==> src/rtl/qspi_bus_arbiter.sv <==
// Round-robin arbiter sharing one QSPI pad group among NUM_CH masters, with a guard gap between owners.
// Optional BUSY timeout with sticky arb_err: define QSPI_ARB_TIMEOUT_EN.
module qspi_bus_arbiter #(
  parameter int NUM_CH         = 2,
  parameter int GUARD_CYCLES   = 2,
  parameter int TIMEOUT_CYCLES = 65535
) (
  input  logic                  clk,
  input  logic                  rst,
  input  logic [NUM_CH-1:0]     ch_req,
  output logic [NUM_CH-1:0]     ch_gnt,
  input  logic [NUM_CH-1:0]     ch_ce_n,
  input  logic [NUM_CH-1:0]     ch_sclk,
  input  logic [4*NUM_CH-1:0]   ch_sio_o,
  input  logic [4*NUM_CH-1:0]   ch_sio_oe,
  output logic [3:0]            ch_sio_i,
  output logic [NUM_CH-1:0]     pad_ce_n,
  output logic                  pad_sclk,
  output logic [3:0]            pad_sio_o,
  output logic [3:0]            pad_sio_oe,
  input  logic [3:0]            pad_sio_i,
  output logic                  arb_err
);

  localparam int PTR_W = (NUM_CH > 1) ? $clog2(NUM_CH) : 1;

  typedef enum logic [1:0] {IDLE, BUSY, GUARD} state_t;

  state_t             state_q, state_d;
  logic [3:0]         guard_q, guard_d;
  logic [PTR_W-1:0]   last_q, last_d;
  logic [NUM_CH-1:0]  gnt_d, ce_d;
  logic               sclk_d;
  logic [3:0]         sio_d, oe_d;
  logic [NUM_CH-1:0]  req_eff;
  logic               sel_found;
  logic [PTR_W-1:0]   sel_idx;
  logic [PTR_W:0]     cand;
  logic               release_bus;

  logic [3:0] sio_arr [NUM_CH];
  logic [3:0] oe_arr  [NUM_CH];

  for (genvar k = 0; k < NUM_CH; k++) begin : g_unpack
    assign sio_arr[k] = ch_sio_o[4*k+3:4*k];
    assign oe_arr[k]  = ch_sio_oe[4*k+3:4*k];
  end

`ifdef QSPI_ARB_TIMEOUT_EN
  logic [15:0]       busy_q, busy_d;
  logic              err_q, err_d;
  logic [NUM_CH-1:0] blocked_q, blocked_d;

  // A channel cut off by timeout stays masked until it drops its request once.
  assign req_eff = ch_req & ~blocked_q;
  assign arb_err = err_q;
`else
  assign req_eff = ch_req;
  assign arb_err = 1'b0;
`endif

  // Search upward from the channel after the last owner, wrapping at NUM_CH.
  always_comb begin
    sel_found = 1'b0;
    sel_idx   = last_q;
    cand      = '0;
    for (int unsigned i = 1; i <= NUM_CH; i++) begin
      cand = {1'b0, last_q} + (PTR_W+1)'(i);
      if (cand >= (PTR_W+1)'(NUM_CH))
        cand = cand - (PTR_W+1)'(NUM_CH);
      if (!sel_found && req_eff[cand[PTR_W-1:0]]) begin
        sel_found = 1'b1;
        sel_idx   = cand[PTR_W-1:0];
      end
    end
  end

  always_comb begin
    state_d     = state_q;
    guard_d     = guard_q;
    last_d      = last_q;
    gnt_d       = '0;
    ce_d        = '1;
    sclk_d      = 1'b0;
    sio_d       = '0;
    oe_d        = '0;
    release_bus = 1'b0;
`ifdef QSPI_ARB_TIMEOUT_EN
    busy_d      = busy_q;
    err_d       = err_q;
    blocked_d   = blocked_q & ch_req;
`endif
    case (state_q)
      IDLE: begin
        if (sel_found) begin
          state_d        = BUSY;
          last_d         = sel_idx;
          gnt_d[sel_idx] = 1'b1;
`ifdef QSPI_ARB_TIMEOUT_EN
          busy_d         = '0;
`endif
        end
      end
      BUSY: begin
        release_bus = !ch_req[last_q];
`ifdef QSPI_ARB_TIMEOUT_EN
        if (ch_req[last_q] && busy_q == 16'(TIMEOUT_CYCLES - 1)) begin
          release_bus       = 1'b1;
          err_d             = 1'b1;
          blocked_d[last_q] = 1'b1;
        end
`endif
        if (!release_bus) begin
          gnt_d[last_q] = 1'b1;
          ce_d[last_q]  = ch_ce_n[last_q];
          sclk_d        = ch_sclk[last_q];
          sio_d         = sio_arr[last_q];
          oe_d          = oe_arr[last_q];
`ifdef QSPI_ARB_TIMEOUT_EN
          busy_d        = busy_q + 16'd1;
`endif
        end else if (GUARD_CYCLES == 0) begin
          state_d = IDLE;
        end else begin
          state_d = GUARD;
          guard_d = 4'(GUARD_CYCLES - 1);
        end
      end
      GUARD: begin
        if (guard_q == '0)
          state_d = IDLE;
        else
          guard_d = guard_q - 4'd1;
      end
      default: state_d = IDLE;
    endcase
  end

  always_ff @(posedge clk) begin
    if (rst) begin
      state_q    <= IDLE;
      guard_q    <= '0;
      last_q     <= PTR_W'(NUM_CH - 1);
      ch_gnt     <= '0;
      pad_ce_n   <= '1;
      pad_sclk   <= 1'b0;
      pad_sio_o  <= '0;
      pad_sio_oe <= '0;
      ch_sio_i   <= '0;
`ifdef QSPI_ARB_TIMEOUT_EN
      busy_q     <= '0;
      err_q      <= 1'b0;
      blocked_q  <= '0;
`endif
    end else begin
      state_q    <= state_d;
      guard_q    <= guard_d;
      last_q     <= last_d;
      ch_gnt     <= gnt_d;
      pad_ce_n   <= ce_d;
      pad_sclk   <= sclk_d;
      pad_sio_o  <= sio_d;
      pad_sio_oe <= oe_d;
      ch_sio_i   <= pad_sio_i;
`ifdef QSPI_ARB_TIMEOUT_EN
      busy_q     <= busy_d;
      err_q      <= err_d;
      blocked_q  <= blocked_d;
`endif
    end
  end

endmodule

==> config.mk <==
export PLATFORM = sky130hd
export DESIGN_NAME = qspi_bus_arbiter
export DESIGN_NICKNAME = d
export VERILOG_FILES = /design/src/rtl/qspi_bus_arbiter.sv
export SDC_FILE = /design/constraint.sdc
export NUM_CORES = 1
export LEC_CHECK = 0
export ABC_AREA = 1
export CORE_UTILIZATION = 43
export DETAILED_ROUTE_END_ITERATION = 12
export PLACE_DENSITY = 0.92
export SKIP_LAST_GASP = 1
export SLEW_MARGIN = 20
export SYNTH_ARGS = -nofsm -noshare
export SYNTH_HDL_FRONTEND = slang
export SYNTH_SLANG_ARGS = --single-unit
==> constraint.sdc <==
create_clock -name clk -period 2.3 [get_ports clk]
set_input_delay 0.345 -clock clk [delete_from_list [all_inputs] [get_ports clk]]
set_output_delay 0.345 -clock clk [all_outputs]
set_load 0.01 [all_outputs]
==> impl_metrics.env, run 1 <==
export IMPL_synth_top_cell_by_area="dfxtp_1"
export IMPL_gp_congestion=0.817
export IMPL_synth_warnings=0
export IMPL_holdPathStages=2
export IMPL_dr_pass1_iters=4
export IMPL_hold_path_class="reg2reg"
export IMPL_status="finished, final reports clean"
export IMPL_path_class="reg2out"
export IMPL_crit_path_max_fanout=1
export IMPL_grt_pass1_vias=980
export IMPL_drv_cap=0
export IMPL_fp_dieW_um=50.2
export IMPL_wl_um=2280
export IMPL_drtIter0Drc=25
export IMPL_final_util_pct=68.8
export IMPL_synth_fa_ha_area_share_pct=2.51
export IMPL_synth_area_leaders="dfxtp_1 (48%), nand2_1 (14%), a21oi_2 (7.9%), nor2_1 (5.6%), inv_1 (5.3%)"
export IMPL_max_freq_ghz=0.645
export IMPL_yosysMostFrequentCell="nand2_1"
export IMPL_vdd_ir_drop_max_mv=0.495
export IMPL_min_period_ns=1.55
export IMPL_yosysTopAreaCellShare_pct=48.2
export IMPL_fin_setup_tns_ns=0
export IMPL_ys_top_cells_by_count="nand2_1 (37), dfxtp_1 (24), nor2_1 (15)"
export IMPL_clk_pin_slew_ns=0.13
export IMPL_cts_root_buf="clkbuf_4"
export IMPL_synthMuxAreaShare_pct=0
export IMPL_netlist_cell_type_count=21
export IMPL_cts_setup_buffers=0
export IMPL_drtAntennaViolNets=0
export IMPL_cts_resized=0
export IMPL_min_period_over_period_pct=67.4
export IMPL_wire_per_inst_um=11.2
export IMPL_cp_start_kind="register"
export IMPL_drv_slew=0
export IMPL_synth_edf_count=0
export IMPL_nNetsFinal=206
export IMPL_crit_chain="clkdlybuf4s50_1"
export IMPL_synth_xor_area_share_pct=0
export IMPL_worst_setup_path_end_kind="primary output"
export IMPL_syn_area_um2=997
export IMPL_required_ns=1.96
export IMPL_area_growth_syn_to_layout_pct=51.1
export IMPL_ys_dominant_reg_cell="dfxtp_1"
export IMPL_ctsHoldBuffers=0
export IMPL_crit_slowest_cell="clkdlybuf4s50_1"
export IMPL_clock_latency_ns=0.31
export IMPL_drive_above_1_share_pct=10.9
export IMPL_setup_viol=0
export IMPL_yosysSeqAreaShare_pct=48.2
export IMPL_synthSimpleGateAreaFrac_pct=27.2
export IMPL_crit_buf_inv=1
export IMPL_postSynthCellCount=131
export IMPL_fp_dieH_um=50.2
export IMPL_grt_first_pass_wirelength_um=3750
export IMPL_via_per_inst=4.91
export IMPL_grt_overflow=0
export IMPL_cts_buffers=3
export IMPL_crit_family="buffers and inverters"
export IMPL_ioPinCount=46
export IMPL_syn_nets=161
export IMPL_p_per_area_mw_per_mm2=685
export IMPL_postSynthAreaPerCell_um2=7.61
export IMPL_cp_data_arrival_time_ns=1.21
export IMPL_synth_async_sr_flop_share_pct=0
export IMPL_diodes=0
export IMPL_fin_skew_ns=0.00592
export IMPL_antenna_found_initial=0
export IMPL_numPortBuffers=44
export IMPL_cts_tree="yes"
export IMPL_synth_compound_area_share_pct=13.6
export IMPL_die_area_mm2=0.00252
export IMPL_clockBufferDepth=2
export IMPL_cp_depth=1
export IMPL_via_count=997
export IMPL_dp_hpwl_um=1820
export IMPL_grt_max_degree=16
export IMPL_start_util_pct=45.5
export IMPL_yosys_register_bits=24
export IMPL_p_leak_uw=0.000640
export IMPL_grt_usage_pct=19.7
export IMPL_slew_headroom_pct=66.5
export IMPL_core_mm2=0.00219
export IMPL_reg2reg_depth=7
export IMPL_slowest_delay_ns=0.56
export IMPL_worst_pin_slew_ns=0.502
export IMPL_cts_sinks=24
export IMPL_rsz0062_at_grt="no"
export IMPL_num_rows=17
export IMPL_h_tree_depth=1
export IMPL_hold_viol_final=0
export IMPL_synth_top_family_by_area="simple AND/OR/NAND/NOR gates"
export IMPL_route_detailed_drc=0
where the power goes:
group | switching [µW] | internal [µW] | total, µW
clock | 124 | 176 | 300
sequential | 26.0 | 448 | 474
combinational | 138 | 120 | 257
metrics by stage:
step | cells | total power (µW) | setup WS [ns] | area (µm²) | hold WS (ns)
floorplan | 131 | 630 | 1.19 | 997 | 0.438
CTS | 203 | 1040 | 0.753 | 1510 | 0.530
finish | 203 | 1030 | 0.749 | 1510 | 0.535
global placement | 199 | 721 | 0.768 | 1450 | 0.487
detailed placement | 199 | 740 | 0.728 | 1450 | 0.512
global route | 203 | 1090 | 0.622 | 1510 | 0.536
sequential cells by signal (all words and copies together) (netlist names):
name	count
ch_sio_i	4
guard_q	4
pad_sio_o	4
pad_sio_oe	4
ch_gnt	2
pad_ce_n	2
state_q	2
last_q	1
pad_sclk	1
cells in the final DEF (no fill, tap or decap):
cell type	instances
nand2_4	1
nor2_1	15
inv_2	1
o21ai_0	3
o21ai_1	1
nor2_4	1
clkbuf_4	3
conb_1	1
inv_1	14
nand3_1	7
a31oi_1	1
or2_0	1
a21oi_2	9
a21oi_1	6
inv_4	1
nand2_1	37
bufinv_16	1
ha_1	2
nor2_2	1
dfxtp_1	24
nand2_2	1
clkdlybuf4s50_1	44
cell families (layout without fill, tap and decap cells):
logic type / after synthesis / count (layout)
flops: 24 / 24
compound gates: 20 / 20
simple gates: 64 / 64
fa+ha+maj: 2 / 2
buf+inv: 20 / 64
other cells: 1 / 1
final cells by class:
| type | count | area [µm²] |
|---|---|---|
| Multi-Input combinational cell | 87 | 435 |
| Clock buffer | 3 | 22.5 |
| Tap cell | 28 | 35.0 |
| Inverter | 16 | 62.6 |
| Fill cell | 169 | 684 |
| Timing Repair Buffer | 44 | 440 |
| Clock inverter | 1 | 30.0 |
| Sequential cell | 24 | 480 |
final timing paths:
check,from,endpoint,slack [ns]
hold reg to reg,guard_q[2],guard_q[2],0.53
setup reg to reg,last_q,guard_q[2],0.75
setup / recovery,pad_sio_o[3],pad_sio_o[3],0.75
hold / removal,guard_q[2],guard_q[2],0.53
layer usage:
layer / vias up / global-route usage, % / wire [µm]
met5: - / 0 / 0
met4: 0 / 7.14 / 26
met3: 4 / 6.06 / 190
met2: 43 / 38.2 / 1200
met1: 457 / 18.9 / 861
li1: 493 / - / -
Note: power is estimated with default switching activity, not from simulation.
==> run 2: changes to the inputs <==
--- a/config.mk
+++ b/config.mk
@@ -6,9 +6,9 @@
 export NUM_CORES = 1
 export LEC_CHECK = 0
 export ABC_AREA = 1
-export CORE_UTILIZATION = 43
+export CORE_UTILIZATION = 40
 export DETAILED_ROUTE_END_ITERATION = 12
-export PLACE_DENSITY = 0.92
+export PLACE_DENSITY = 0.87
 export SKIP_LAST_GASP = 1
 export SLEW_MARGIN = 20
 export SYNTH_ARGS = -nofsm -noshare
==> constraint.sdc (replaced) <==
create_clock -name clk -period 1.5 [get_ports clk]
set_input_delay 0.225 -clock clk [delete_from_list [all_inputs] [get_ports clk]]
set_output_delay 0.225 -clock clk [all_outputs]
set_load 0.01 [all_outputs]
==> impl_metrics.env, run 2 (synthesis results as in run 1) <==
export IMPL_status="finished, final reports clean"
export IMPL_drtIter0Drc=16
export IMPL_ioPinCount=46
export IMPL_drv_cap=0
export IMPL_fp_dieH_um=51.9
export IMPL_fin_setup_tns_ns=0
export IMPL_dp_hpwl_um=1690
export IMPL_vdd_ir_drop_max_mv=0.876
export IMPL_required_ns=1.27
export IMPL_min_period_over_period_pct=96.6
export IMPL_fillers=198
export IMPL_antenna_found_initial=0
export IMPL_drive_above_1_share_pct=11.9
export IMPL_worst_hold_slack_ns=0.391
export IMPL_grt_busiest_layer="met2"
export IMPL_p_per_area_mw_per_mm2=1050
export IMPL_die_area_mm2=0.00270
export IMPL_wire_per_inst_um=10.6
export IMPL_p_leak_uw=0.000667
export IMPL_fp_dieW_um=51.9
export IMPL_cts_tree="yes"
export IMPL_rsz0062_at_grt="no"
export IMPL_crit_family="buffers and inverters"
export IMPL_placed_cell_area_mm2=0.00147
export IMPL_worst_setup_path_end_kind="primary output"
export IMPL_cp_start_kind="register"
export IMPL_cts_root_buf="clkbuf_4"
export IMPL_crit_buf_inv=1
export IMPL_max_freq_ghz=0.690
export IMPL_dp_cells=201
export IMPL_hold_path_class="in2reg"
export IMPL_use_met2_pct=31.8
export IMPL_mostFrequentLayoutCell="clkdlybuf4s50_1"
export IMPL_num_rows=17
export IMPL_fin_skew_ns=0.00753
export IMPL_grt_usage_pct=18.6
export IMPL_numPortBuffers=44
export IMPL_grt_overflow=0
export IMPL_grt_first_pass_wirelength_um=3660
export IMPL_hold_viol_final=0
export IMPL_via_per_inst=4.71
export IMPL_cts_buffers=3
export IMPL_drtAntennaViolNets=0
export IMPL_nNetsFinal=208
export IMPL_core_mm2=0.00228
export IMPL_setup_viol=0
export IMPL_h_tree_depth=1
export IMPL_path_class="reg2out"
export IMPL_clock_latency_ns=0.32
export IMPL_cp_data_arrival_time_ns=1.22
export IMPL_gp_congestion=0.788
export IMPL_area_growth_syn_to_layout_pct=52.8
export IMPL_route_detailed_drc=0
export IMPL_crit_slowest_cell="clkdlybuf4s50_1"
export IMPL_start_util_pct=43.8
export IMPL_grt_use_met3_pct=7.02
export IMPL_clk_pin_slew_ns=0.14
export IMPL_layout_common_cells="clkdlybuf4s50_1 (43), nand2_1 (37), dfxtp_1 (24), nor2_1 (15), inv_1 (14)"
export IMPL_slowest_delay_ns=0.54
export IMPL_grt_max_degree=15
export IMPL_final_cells=205
export IMPL_drv_slew=0
export IMPL_cts_setup_buffers=0
export IMPL_dr_pass1_iters=4
export IMPL_diodes=0
export IMPL_grt_pass1_vias=868
export IMPL_final_cell_area_mm2=0.00152
export IMPL_min_period_ns=1.45
export IMPL_crit_path_max_fanout=1
export IMPL_crit_chain="clkdlybuf4s50_1"
export IMPL_via_count=965
export IMPL_grt_use_met1_pct=20.1
export IMPL_clockBufferDepth=2
export IMPL_cts_sinks=24
export IMPL_wl_um=2170
[run 2: cell types whose count changed in the layout (fill, tap and decap cells not counted), sizes merged]
cell           change
clkdlybuf4s50      -1
dlymetal6s2s       +1
buf                +2
[run 2: per-layer routing]
| layer | share of wire, % | vias to the layer above | routed length, µm |
|---|---|---|---|
| met5 | 0 | - | 0 |
| li1 | - | 495 | - |
| met2 | 49 | 41 | 1080 |
| met3 | 8.1 | 3 | 176 |
| met1 | 41 | 426 | 892 |
| met4 | 1.3 | 0 | 29 |
[run 2: final timing paths]
path / cells past startpoint / startpoint / endpoint / slack, ns
setup / recovery: 1 / pad_sio_o[0] / pad_sio_o[0] / 0.05
hold / removal: 3 / pad_sio_i[2] / ch_sio_i[2] / 0.39
setup reg to reg: 8 / guard_q[0] / guard_q[2] / 0.22
hold reg to reg: 2 / guard_q[2] / guard_q[2] / 0.51
[run 2: cell type report]
| cell class | count | area (µm²) | area share (%) |
|---|---|---|---|
| clock buffer | 3 | 22.5 | 1.48 |
| clock inverter | 1 | 30.0 | 1.97 |
| inverter | 16 | 62.6 | 4.11 |
| multi-input combinational | 87 | 435 | 28.6 |
| sequential | 24 | 480 | 31.5 |
| tap | 28 | 35.0 | 2.30 |
| timing repair buffer | 46 | 458 | 30.0 |
[run 2: repair_timing]
action	in CTS	in global routing
endpoints found under the setup margin	0	1
hold buffers	0	0
gates resized for setup	0	1
[run 2: metrics by stage]
stage | util [%] | power, µW | setup slack, ns
global placement | 64.5 | 1110 | 0.0948
CTS | 66.8 | 1610 | 0.0382
finish | 67.0 | 1600 | 0.0507
detailed placement | 64.5 | 1140 | 0.0442
global route | 67.0 | 1680 | 0.00631
floorplan | - | 966 | 0.389
[run 2: power by group]
part	internal, µW	total, µW	switching [µW]	leakage (µW)
Sequential	687	714	27.3	0.000196
Clock	270	475	205	0.0000279
Combinational	191	406	215	0.000443
Total	1150	1590	447	0.000667
